===== src/rtl/mc_result_scheduler.sv =====
// Issue gating, int/FP pending-destination scoreboards, per-unit result holding
// registers and round-robin writeback for the shared multicycle EXE result slot.
module mc_result_scheduler #(
    parameter int N_UNITS = 3,
    parameter int XLEN    = 32
) (
    input  logic                    clk,
    input  logic                    reset_n,
    input  logic                    issue_valid,
    input  logic [1:0]              issue_unit,
    input  logic [4:0]              issue_rd,
    input  logic                    issue_fp,
    output logic                    issue_ready,
    output logic [N_UNITS-1:0]      unit_start,
    input  logic [N_UNITS-1:0]      unit_done,
    input  logic [N_UNITS*XLEN-1:0] unit_result,
    input  logic [4:0]              rs1_id,
    input  logic [4:0]              rs2_id,
    input  logic [4:0]              rs3_id,
    input  logic                    rs1_fp,
    input  logic                    rs2_fp,
    input  logic                    rs3_fp,
    output logic                    rd_busy,
    output logic [N_UNITS-1:0]      unit_busy,
    output logic                    wb_valid,
    input  logic                    wb_ready,
    output logic [1:0]              wb_unit,
    output logic [4:0]              wb_rd,
    output logic                    wb_fp,
    output logic [XLEN-1:0]         wb_data,
    output logic                    protocol_err
);

    logic [N_UNITS-1:0] unit_busy_q, unit_busy_d;
    logic [N_UNITS-1:0] hold_v_q, hold_v_d;
    logic [XLEN-1:0]    hold_data_q [N_UNITS];
    logic [XLEN-1:0]    hold_data_d [N_UNITS];
    logic [4:0]         tag_rd_q [N_UNITS];
    logic [4:0]         tag_rd_d [N_UNITS];
    logic [N_UNITS-1:0] tag_fp_q, tag_fp_d;
    logic [31:0]        sb_int_q, sb_int_d;
    logic [31:0]        sb_fp_q, sb_fp_d;
    logic [1:0]         rr_ptr_q, rr_ptr_d;
    logic               protocol_err_q, protocol_err_d;

    logic               unit_idle_s;
    logic               grant_v_s;
    logic               grant_hit_s;
    logic [1:0]         grant_idx_s;
    logic               wb_fire_s;
    logic [N_UNITS-1:0] done_ok_s;
    logic [N_UNITS-1:0] wb_clear_s;
    logic [31:0]        sb_int_set_s, sb_fp_set_s, sb_int_clr_s, sb_fp_clr_s;

    // Int x0 is hardwired zero and never counts as pending.
    function automatic logic sb_lookup(input logic [31:0] sb_int, input logic [31:0] sb_fp,
                                       input logic [4:0] rd, input logic fp);
        logic hit;
        if (fp) begin
            hit = sb_fp[rd];
        end else begin
            hit = sb_int[rd] & (rd != 5'd0);
        end
        return hit;
    endfunction

    // Issue acceptance; an out-of-range unit index matches no unit and is never accepted.
    always_comb begin
        unit_idle_s = 1'b0;
        for (int i = 0; i < N_UNITS; i++) begin
            unit_idle_s = unit_idle_s | ((issue_unit == 2'(i)) & ~unit_busy_q[i]);
        end
        issue_ready = issue_valid & unit_idle_s
                      & ~sb_lookup(sb_int_q, sb_fp_q, issue_rd, issue_fp);
        for (int i = 0; i < N_UNITS; i++) begin
            unit_start[i] = issue_ready & (issue_unit == 2'(i));
        end
        rd_busy = sb_lookup(sb_int_q, sb_fp_q, rs1_id, rs1_fp)
                | sb_lookup(sb_int_q, sb_fp_q, rs2_id, rs2_fp)
                | sb_lookup(sb_int_q, sb_fp_q, rs3_id, rs3_fp);
    end

    // Round-robin grant: first held result after rr_ptr, then the writeback mux.
    always_comb begin
        grant_v_s   = 1'b0;
        grant_hit_s = 1'b0;
        grant_idx_s = 2'd0;
        for (int k = 1; k <= N_UNITS; k++) begin
            for (int i = 0; i < N_UNITS; i++) begin
                grant_hit_s = hold_v_q[i] & ~grant_v_s
                              & (((int'(rr_ptr_q) + k) % N_UNITS) == i);
                grant_idx_s = grant_hit_s ? 2'(i) : grant_idx_s;
                grant_v_s   = grant_v_s | grant_hit_s;
            end
        end
        wb_valid = grant_v_s;
        wb_unit  = grant_idx_s;
        wb_rd    = 5'd0;
        wb_fp    = 1'b0;
        wb_data  = '0;
        for (int i = 0; i < N_UNITS; i++) begin
            wb_rd   = wb_rd   | ((grant_v_s && grant_idx_s == 2'(i)) ? tag_rd_q[i] : 5'd0);
            wb_fp   = wb_fp   | (grant_v_s && grant_idx_s == 2'(i) && tag_fp_q[i]);
            wb_data = wb_data | ((grant_v_s && grant_idx_s == 2'(i)) ? hold_data_q[i] : '0);
        end
    end

    // Next state: completion capture, issue bookkeeping and writeback release.
    always_comb begin
        wb_fire_s    = grant_v_s & wb_ready;
        done_ok_s    = unit_done & unit_busy_q & ~hold_v_q;
        sb_int_set_s = {31'd0, issue_ready & ~issue_fp & (issue_rd != 5'd0)} << issue_rd;
        sb_fp_set_s  = {31'd0, issue_ready & issue_fp} << issue_rd;
        sb_int_clr_s = {31'd0, wb_fire_s & ~wb_fp} << wb_rd;
        sb_fp_clr_s  = {31'd0, wb_fire_s & wb_fp} << wb_rd;
        for (int i = 0; i < N_UNITS; i++) begin
            wb_clear_s[i]  = wb_fire_s & (grant_idx_s == 2'(i));
            unit_busy_d[i] = unit_start[i] | (unit_busy_q[i] & ~wb_clear_s[i]);
            hold_v_d[i]    = done_ok_s[i] | (hold_v_q[i] & ~wb_clear_s[i]);
            hold_data_d[i] = done_ok_s[i] ? unit_result[i*XLEN +: XLEN] : hold_data_q[i];
            tag_rd_d[i]    = unit_start[i] ? issue_rd : tag_rd_q[i];
            tag_fp_d[i]    = unit_start[i] ? issue_fp : tag_fp_q[i];
        end
        sb_int_d       = (sb_int_q & ~sb_int_clr_s) | sb_int_set_s;
        sb_fp_d        = (sb_fp_q & ~sb_fp_clr_s) | sb_fp_set_s;
        rr_ptr_d       = wb_fire_s ? grant_idx_s : rr_ptr_q;
        protocol_err_d = protocol_err_q | (|(unit_done & ~done_ok_s));
    end

    // State registers with synchronous active-low reset that discards in-flight work.
    always_ff @(posedge clk) begin
        if (!reset_n) begin
            unit_busy_q    <= '0;
            hold_v_q       <= '0;
            tag_fp_q       <= '0;
            sb_int_q       <= 32'd0;
            sb_fp_q        <= 32'd0;
            rr_ptr_q       <= 2'd0;
            protocol_err_q <= 1'b0;
            for (int i = 0; i < N_UNITS; i++) begin
                hold_data_q[i] <= '0;
                tag_rd_q[i]    <= 5'd0;
            end
        end else begin
            unit_busy_q    <= unit_busy_d;
            hold_v_q       <= hold_v_d;
            tag_fp_q       <= tag_fp_d;
            sb_int_q       <= sb_int_d;
            sb_fp_q        <= sb_fp_d;
            rr_ptr_q       <= rr_ptr_d;
            protocol_err_q <= protocol_err_d;
            for (int i = 0; i < N_UNITS; i++) begin
                hold_data_q[i] <= hold_data_d[i];
                tag_rd_q[i]    <= tag_rd_d[i];
            end
        end
    end

    assign unit_busy    = unit_busy_q;
    assign protocol_err = protocol_err_q;

endmodule


===== config.mk =====
export PLATFORM = sky130hd
export DESIGN_NAME = mc_result_scheduler
export DESIGN_NICKNAME = d
export VERILOG_FILES = /design/src/rtl/mc_result_scheduler.sv
export SDC_FILE = /design/constraint.sdc
export NUM_CORES = 1
export LEC_CHECK = 0
export ABC_AREA = 1
export BUFFER_PORTS_ARGS = -buffer_cell sky130_fd_sc_hd__buf_2
export CAP_MARGIN = 40
export CORE_MARGIN = 2
export CORE_UTILIZATION = 25
export CTS_BUF_LIST = sky130_fd_sc_hd__clkbuf_8
export DETAILED_ROUTE_END_ITERATION = 7
export SETUP_SLACK_MARGIN = 0.02
export SLEW_MARGIN = 30
export SYNTH_ARGS = -nofsm -noshare
export SYNTH_HDL_FRONTEND = slang
export SYNTH_SLANG_ARGS = --single-unit

===== constraint.sdc =====
create_clock -name clk -period 4.2 [get_ports clk]
set_input_delay 0.42 -clock clk [delete_from_list [all_inputs] [get_ports clk]]
set_output_delay 0.42 -clock clk [all_outputs]
set_load 0.05 [all_outputs]

=== Yosys cells after proc, flatten, opt, wreduce, memory -nomap -nowiden ===
Memory sizes are Yosys's and may differ from the RTL's.
Cells that the tools add are included.

* Word-level logic and storage cells: 202
* Register bits after elaboration: 76
* Bits of input ports: 129
* Memories: 2
* RAM bits: 111
* Output and inout bits: 50

* Reduce and logical (&&, ||, !) cells: 16
* Shift-type cells: 4
* Bitwise gates (word level): 103
* $lt $le $gt $ge: 4
* Divide/modulo/power cells: 3
* $add $sub $neg: 3
* Multiplexer cells: 48
* Equal/unequal tests: 10

{| class="wikitable"
|+ Memory list
! name !! words !! bits a word !! rd ports !! clocked after Yosys merged registers in !! wr ports !! RTL line !! source
|-
| hold_data_q || 3 || 32 || 3 || 0 || 3 || 36 || <nowiki>logic [XLEN-1:0] hold_data_q [N_UNITS];</nowiki>
|-
| tag_rd_q || 3 || 5 || 3 || 0 || 3 || 38 || <nowiki>logic [4:0] tag_rd_q [N_UNITS];</nowiki>
|}

{| class="wikitable"
|+ Operators with widths
! cell !! number
|-
| 32-bit 2-to-1 mux || 9
|-
| 32-bit bitwise OR || 4
|-
| 1-bit by 5-bit << shifter with 32-bit output || 4
|-
| 32-bit by 2-bit equality test with 1-bit output, second input constant || 3
|-
| 32-bit by 3-bit equality test with 1-bit output, second input constant || 3
|-
| 32-bit logical NOT || 3
|-
| 32-bit by 3-bit modulo with 32-bit output, second input constant || 3
|-
| 32-bit bitwise AND || 2
|-
| 32-bit inverter || 2
|-
| 5-bit 2-to-1 mux || 9
|-
| 1-bit bitwise AND || 44
|-
| 1-bit binary-select mux with 5-bit select || 8
|-
| 1-bit bitwise OR || 27
|-
| 5-bit by 6-bit less-than comparator with 1-bit output, second input constant || 4
|-
| 5-bit nonzero test || 4
|-
| 1-bit inverter || 17
|-
| 1-bit 2-to-1 mux || 15
|-
| 2-bit 2-to-1 mux || 7
|-
| 5-bit bitwise OR || 2
|-
| 3-bit bitwise AND || 3
|-
| 2-bit by 2-bit adder with 3-bit output, second input constant || 2
|-
| 1-bit logical AND || 6
|-
| 3-bit inverter || 2
|-
| 2-bit by 1-bit equality test with 1-bit output, second input constant || 2
|-
| other kinds (4) || 6
|}

=== Logic depth before layout (Yosys ltp) ===
* Word-level depth: 47
* Mapped depth: 18
* Gate-level depth less buffers: 18

=== Worst setup path before layout ===
OpenSTA, ideal clock, no wires.

* Kind: in2out
* Start point: in rs2_id[0]
* End point: out rd_busy
* Setup slack: 0.583 ns
* Data required time: 3.780 ns
* Stages on the path: 9
* Arrival: 3.197 ns
* Buffers on the path: 2
* Path through: clkbuf_1 > inv_1 > clkbuf_1 > o21ai_0 > nand2_1 > nand2_1 > a32oi_1 > a21oi_1 > o311ai_0

* Cells in the longest elaborated chain, start to end: 6
* Elaborated cells between the ends (all ways): 9
* Classes of those cells: mux: 5; bitwise: 3; reduce/logical: 1

{| class="wikitable"
|+ Ends and longest elaborated chain
! element !! RTL line !! source
|-
| start, declared || 18 || <nowiki>input logic [4:0] rs2_id,</nowiki>
|-
| 1-bit binary-select mux with 5-bit select || 62 || <nowiki>hit = sb_int[rd] & (rd != 5'd0);</nowiki>
|-
| 1-bit 2-to-1 mux (implied by the code) || 62 ||
|-
| 1-bit bitwise AND || 62 ||
|-
| 1-bit 2-to-1 mux (*) || 59 || <nowiki>if (fp) begin</nowiki>
|-
| 1-bit bitwise OR (*) || 79 || <nowiki>| sb_lookup(sb_int_q, sb_fp_q, rs2_id, rs2_fp)</nowiki>
|-
| 1-bit bitwise OR (*) || 80 || <nowiki>| sb_lookup(sb_int_q, sb_fp_q, rs3_id, rs3_fp);</nowiki>
|-
| end, declared || 23 || <nowiki>output logic rd_busy,</nowiki>
|}

Every way passes the cells marked *; elsewhere a longest branch is shown, timed or not. The select of a mux whose other input is x is not followed.

=== Worst setup path after layout ===
* Start point: reg rr_ptr_q[0]
* End point: out wb_data[19]

* Cells in the longest elaborated chain, start to end: 41
* Elaborated cells between the ends (all ways): 67
* Classes of those cells: add/sub: 3; div: 3; eq/ne: 8; mux: 11; bitwise: 35; reduce/logical: 7

{| class="wikitable"
|+ Ends and longest elaborated chain
! element !! RTL line !! source
|-
| start, declared || 43 || <nowiki>logic [1:0] rr_ptr_q, rr_ptr_d;</nowiki>
|-
| start signal, assigned || 150 || <nowiki>rr_ptr_q <= rr_ptr_d;</nowiki>
|-
| 2-bit by 1-bit adder with 3-bit output || 91 || <nowiki>& (((int'(rr_ptr_q) + k) % N_UNITS) == i);</nowiki>
|-
| 32-bit by 3-bit modulo with 32-bit output || 91 ||
|-
| 32-bit logical NOT || 91 ||
|-
| 1-bit bitwise AND || 91 ||
|-
| 1-bit inverter || 90 || <nowiki>grant_hit_s = hold_v_q[i] & ~grant_v_s</nowiki>
|-
| 1-bit bitwise AND || 90 ||
|-
| 1-bit bitwise AND || 91 ||
|-
| 1-bit bitwise OR || 93 || <nowiki>grant_v_s = grant_v_s | grant_hit_s;</nowiki>
|-
| [... 25 more ...] || -- ||
|-
| 1-bit bitwise AND || 90 ||
|-
| 1-bit bitwise AND || 91 ||
|-
| 2-bit 2-to-1 mux || 92 || <nowiki>grant_idx_s = grant_hit_s ? 2'(i) : grant_idx_s;</nowiki>
|-
| 2-bit by 1-bit equality test with 1-bit output or 2-bit logical NOT (tied branches) || 104 || <nowiki>wb_data = wb_data | ((grant_v_s && grant_idx_s == 2'(i)) ? hold_data_q[i] : '0);</nowiki>
|-
| 1-bit logical AND || 104 ||
|-
| 32-bit 2-to-1 mux || 104 ||
|-
| 32-bit bitwise OR || 104 ||
|-
| 32-bit bitwise OR (*) || 104 ||
|-
| end, declared || 30 || <nowiki>output logic [XLEN-1:0] wb_data,</nowiki>
|}

Every way passes the cells marked *; elsewhere a longest branch is shown, timed or not.

==> results.md <==
* Routed WL per cell at 18.19 um
* Met2 Resource Use GR at 0.2933
* Hold Path End: hold_data_q[0][14]
* Post-Syn Instances at 1662
* Setup violators final at 0
* DR DRC count at 0
* CP Max Fanout at 34
* Post-synthesis sequential area ratio at 0.3525
* Met3 usage at 0.04902
* GRT Util Overall at 0.1863
* Static leakage at 4.931 nW
* Hold_ws at 0.1567 ns
* Warnings, synthesis at 0
* Routed WL at 41870 um
* Post-cts sizing count at 0
* Port Buffers at 178
* Reg2Reg Setup Slack at 1.01 ns
* Critical path arrival at 3.14 ns
* Design Power at 3.590 mW
* Critical path cell sequence: inv_1 -> ha_1 -> nand2_1 -> nand3_1 -> nor2_2 -> nand3_1 -> nand2_1 -> inv_1 -> nand2_1 -> buf_4 -> nand2_1 -> nand3_1 -> buf_2
* Die area at 44150 um^2
* Crit. End Element: output pin
* Post CTS Setup Buffer Count at 0
* Pwr dens at 294.8 nW/um^2
* Starting DRC count in detailed routing at 886
* Placed inst area at 11760 um^2
* Max Cap Viol at 0
* Cell count after placement at 2269
* FP Rows at 75
* Final Instance Area at 12180 um^2
* Final Cycle Share at 0.8467
* Worst-margin pin slew at 0.8061 ns
* Crit Path Category: reg2out
* Final Non-Filler Cells at 2302
* Layout cell share with drive strength beyond 1 at 0.1515
* CTS buffer count at 17
* Post-DRT Antenna Nets at 0
* R2R depth at 15
* Chip height at 210.1 um
* Hold depth at 3
* H-tree Lvls at 4
* Initial antenna violation count at 4
* First-pass GRT wire length at 65580 um
* Slowest Stage Delay on Critical Path at 0.48 ns
* Clk sinks at 187
* Total congestion overflow at 0
* Via Count at 12210
* Post-Syn Area per Cell at 6.391 um^2
* TNS Setup at 0 ns
* VDD IR max at 231.2 uV
* End of the worst register-to-register path: sb_int_q[14]
* GPL Wtd Cong at 0.9331
* Worst EP required at 3.78 ns
* Final net count at 1880
* Met1 Use GR at 0.2495
* Clk slew on worst S/H paths at 0.10 ns
* Yosys top cell by area: dfxtp_1
* CTS tree: yes
* Hold_buf cts at 0
* Max transition margin at 0.4621
* Vias in the first global route at 11510
* Area contributors post-synth: dfxtp_1 (35%), nand2_1 (12%), o21ai_0 (10%)
* CP max stage cell: buf_4
* Cell mode on critical path: nand2_1
* Io pins at 179
* Layout area overhead at 14.65%
* Setup Skew at 0.01674 ns
* CP Launch Type: flop
* Max clock buf depth at 2
* Mapped Nets at 1793
* Via density at 5.302
* RSZ-0062 raised after global routing: no
* Core area at 41950 um^2
* Worst hold start: unit_result[14]
* Final hold violation count at 0
* F_max at 281.2 MHz
* DR pass1 iterations at 5
* Largest net degree at the start of global routing at 65
* Area share of the largest cell type after synthesis at 0.3525
* Status: complete, no violations
* Reg2reg start: rr_ptr_q[0]
* Min Tclk post-route at 3.556 ns
* Clk Latency, worst-skew pair at 0.48 ns
* Count of state elements after synthesis at 187
* DP Wirelength at 28670 um
* Starting density of the core at 0.2532
* Count of pins over their slew limit at 0
* Mapped Area at 10620 um^2
* Distinct cell type count after synthesis at 39
* Busiest layer in global routing: met2
* Worst Hold Class: in2reg
* Die X-Extent at 210.1 um
* Clk root buf: clkbuf_8
-- power by group --
group	leakage [nW]	switching (mW)	total, mW	internal, mW
Combinational	3.21	0.341	0.482	0.141
Sequential	1.51	0.0221	1.83	1.81
Clock	0.214	0.695	1.28	0.586
Total	4.93	1.06	3.59	2.53
-- placed cells by master, fill, tap and decap left out, types with 10 or more instances in the layout --
cell / Yosys / layout
nand2_1: 327 / 327
nor2_1: 265 / 261
o21ai_0: 214 / 214
dfxtp_1: 187 / 187
buf_2: 14 / 178
a21oi_1: 141 / 141
nand3_1: 129 / 129
nand4_1: 115 / 115
inv_1: 64 / 63
buf_4: 10 / 23
o211ai_1: 20 / 20
clkbuf_8: 0 / 20
nor2_2: 7 / 11
o22ai_1: 10 / 10
-- layout make-up --
cell class | count | area (um^2)
Fill cell | 4658 | 29770
Multi-Input combinational cell | 1269 | 5988
Sequential cell | 187 | 3744
Timing Repair Buffer | 202 | 1084
Tap cell | 539 | 674.4
Clock buffer | 20 | 275.3
Inverter | 72 | 274.0
Clock inverter | 12 | 136.4
Antenna cell | 1 | 2.502
-- metrics by stage --
step	utilization	setup slack, ns
floorplan	-	0.5825
global placement	0.2799	1.101
detailed placement	0.2804	0.9984
CTS	0.2903	0.6262
global route	0.2903	0.4204
finish	0.2903	0.6440
-- layer usage --
metal  vias to the layer above  part of all wire
met2                       637              0.44
met3                        59              0.11
li1                       5824                 -
met5                         -           0.00045
met1                      5680              0.43
met4                         6             0.018
-- logic make-up (layout without fill, tap and decap cells) --
| kind of cell | count (synthesis) | after routing | synth area share |
|---|---|---|---|
| adder cells (fa/ha/maj) | 2 | 2 | 0.002356 |
| buffers and inverters | 206 | 306 | 0.08470 |
| AO/OA/AOI/OAI | 406 | 406 | 0.2019 |
| flip-flops | 187 | 187 | 0.3525 |
| other | 0 | 1 | 0 |
| AND/OR/NAND/NOR | 861 | 861 | 0.3586 |
-- worst max-delay path: cells and delay by family, from the launching register on --
kind / cells / cell delay (ns)
and+or+nand+nor: 8 / 1.11
DFF: 1 / 0.37
buffers and inverters: 4 / 0.84
adders and majority gates: 1 / 0.34
-- flip-flops by register name (all words and copies together), names as in the netlist --
register      cells
hold_data_q      96
sb_fp_q          32
sb_int_q         32
tag_rd_q         15
hold_v_q          3
tag_fp_q          3
unit_busy         3
rr_ptr_q          2
protocol_err      1
-- worst max-delay path by stage --
stage,from,end,slack (ns),depth (start not counted)
after floorplan,rs2_id[0],rd_busy,0.58,9
after global placement,issue_rd[1],unit_start[2],1.10,10
after global routing,rr_ptr_q[0],wb_data[20],0.42,13
final,rr_ptr_q[0],wb_data[19],0.64,13
after detailed placement,issue_rd[1],unit_start[2],1.0,10
after CTS,rr_ptr_q[0],wb_data[20],0.63,12
-- cell usage after synthesis (all sizes together) --
master	count
a211oi	4
a21boi	1
a21oi	141
a221o	1
a221oi	1
a31oi	2
a32oi	1
a41o	1
buf	38
clkbuf	96
clkinv	4
dfxtp	187
ha	2
inv	68
nand2	330
nand3	134
nand4	115
nor2	278
nor3	4
o211ai	20
o21ai	219
o221ai	2
o22ai	10
o311ai	2
o31ai	1
Power figures use the tool's default switching activity.
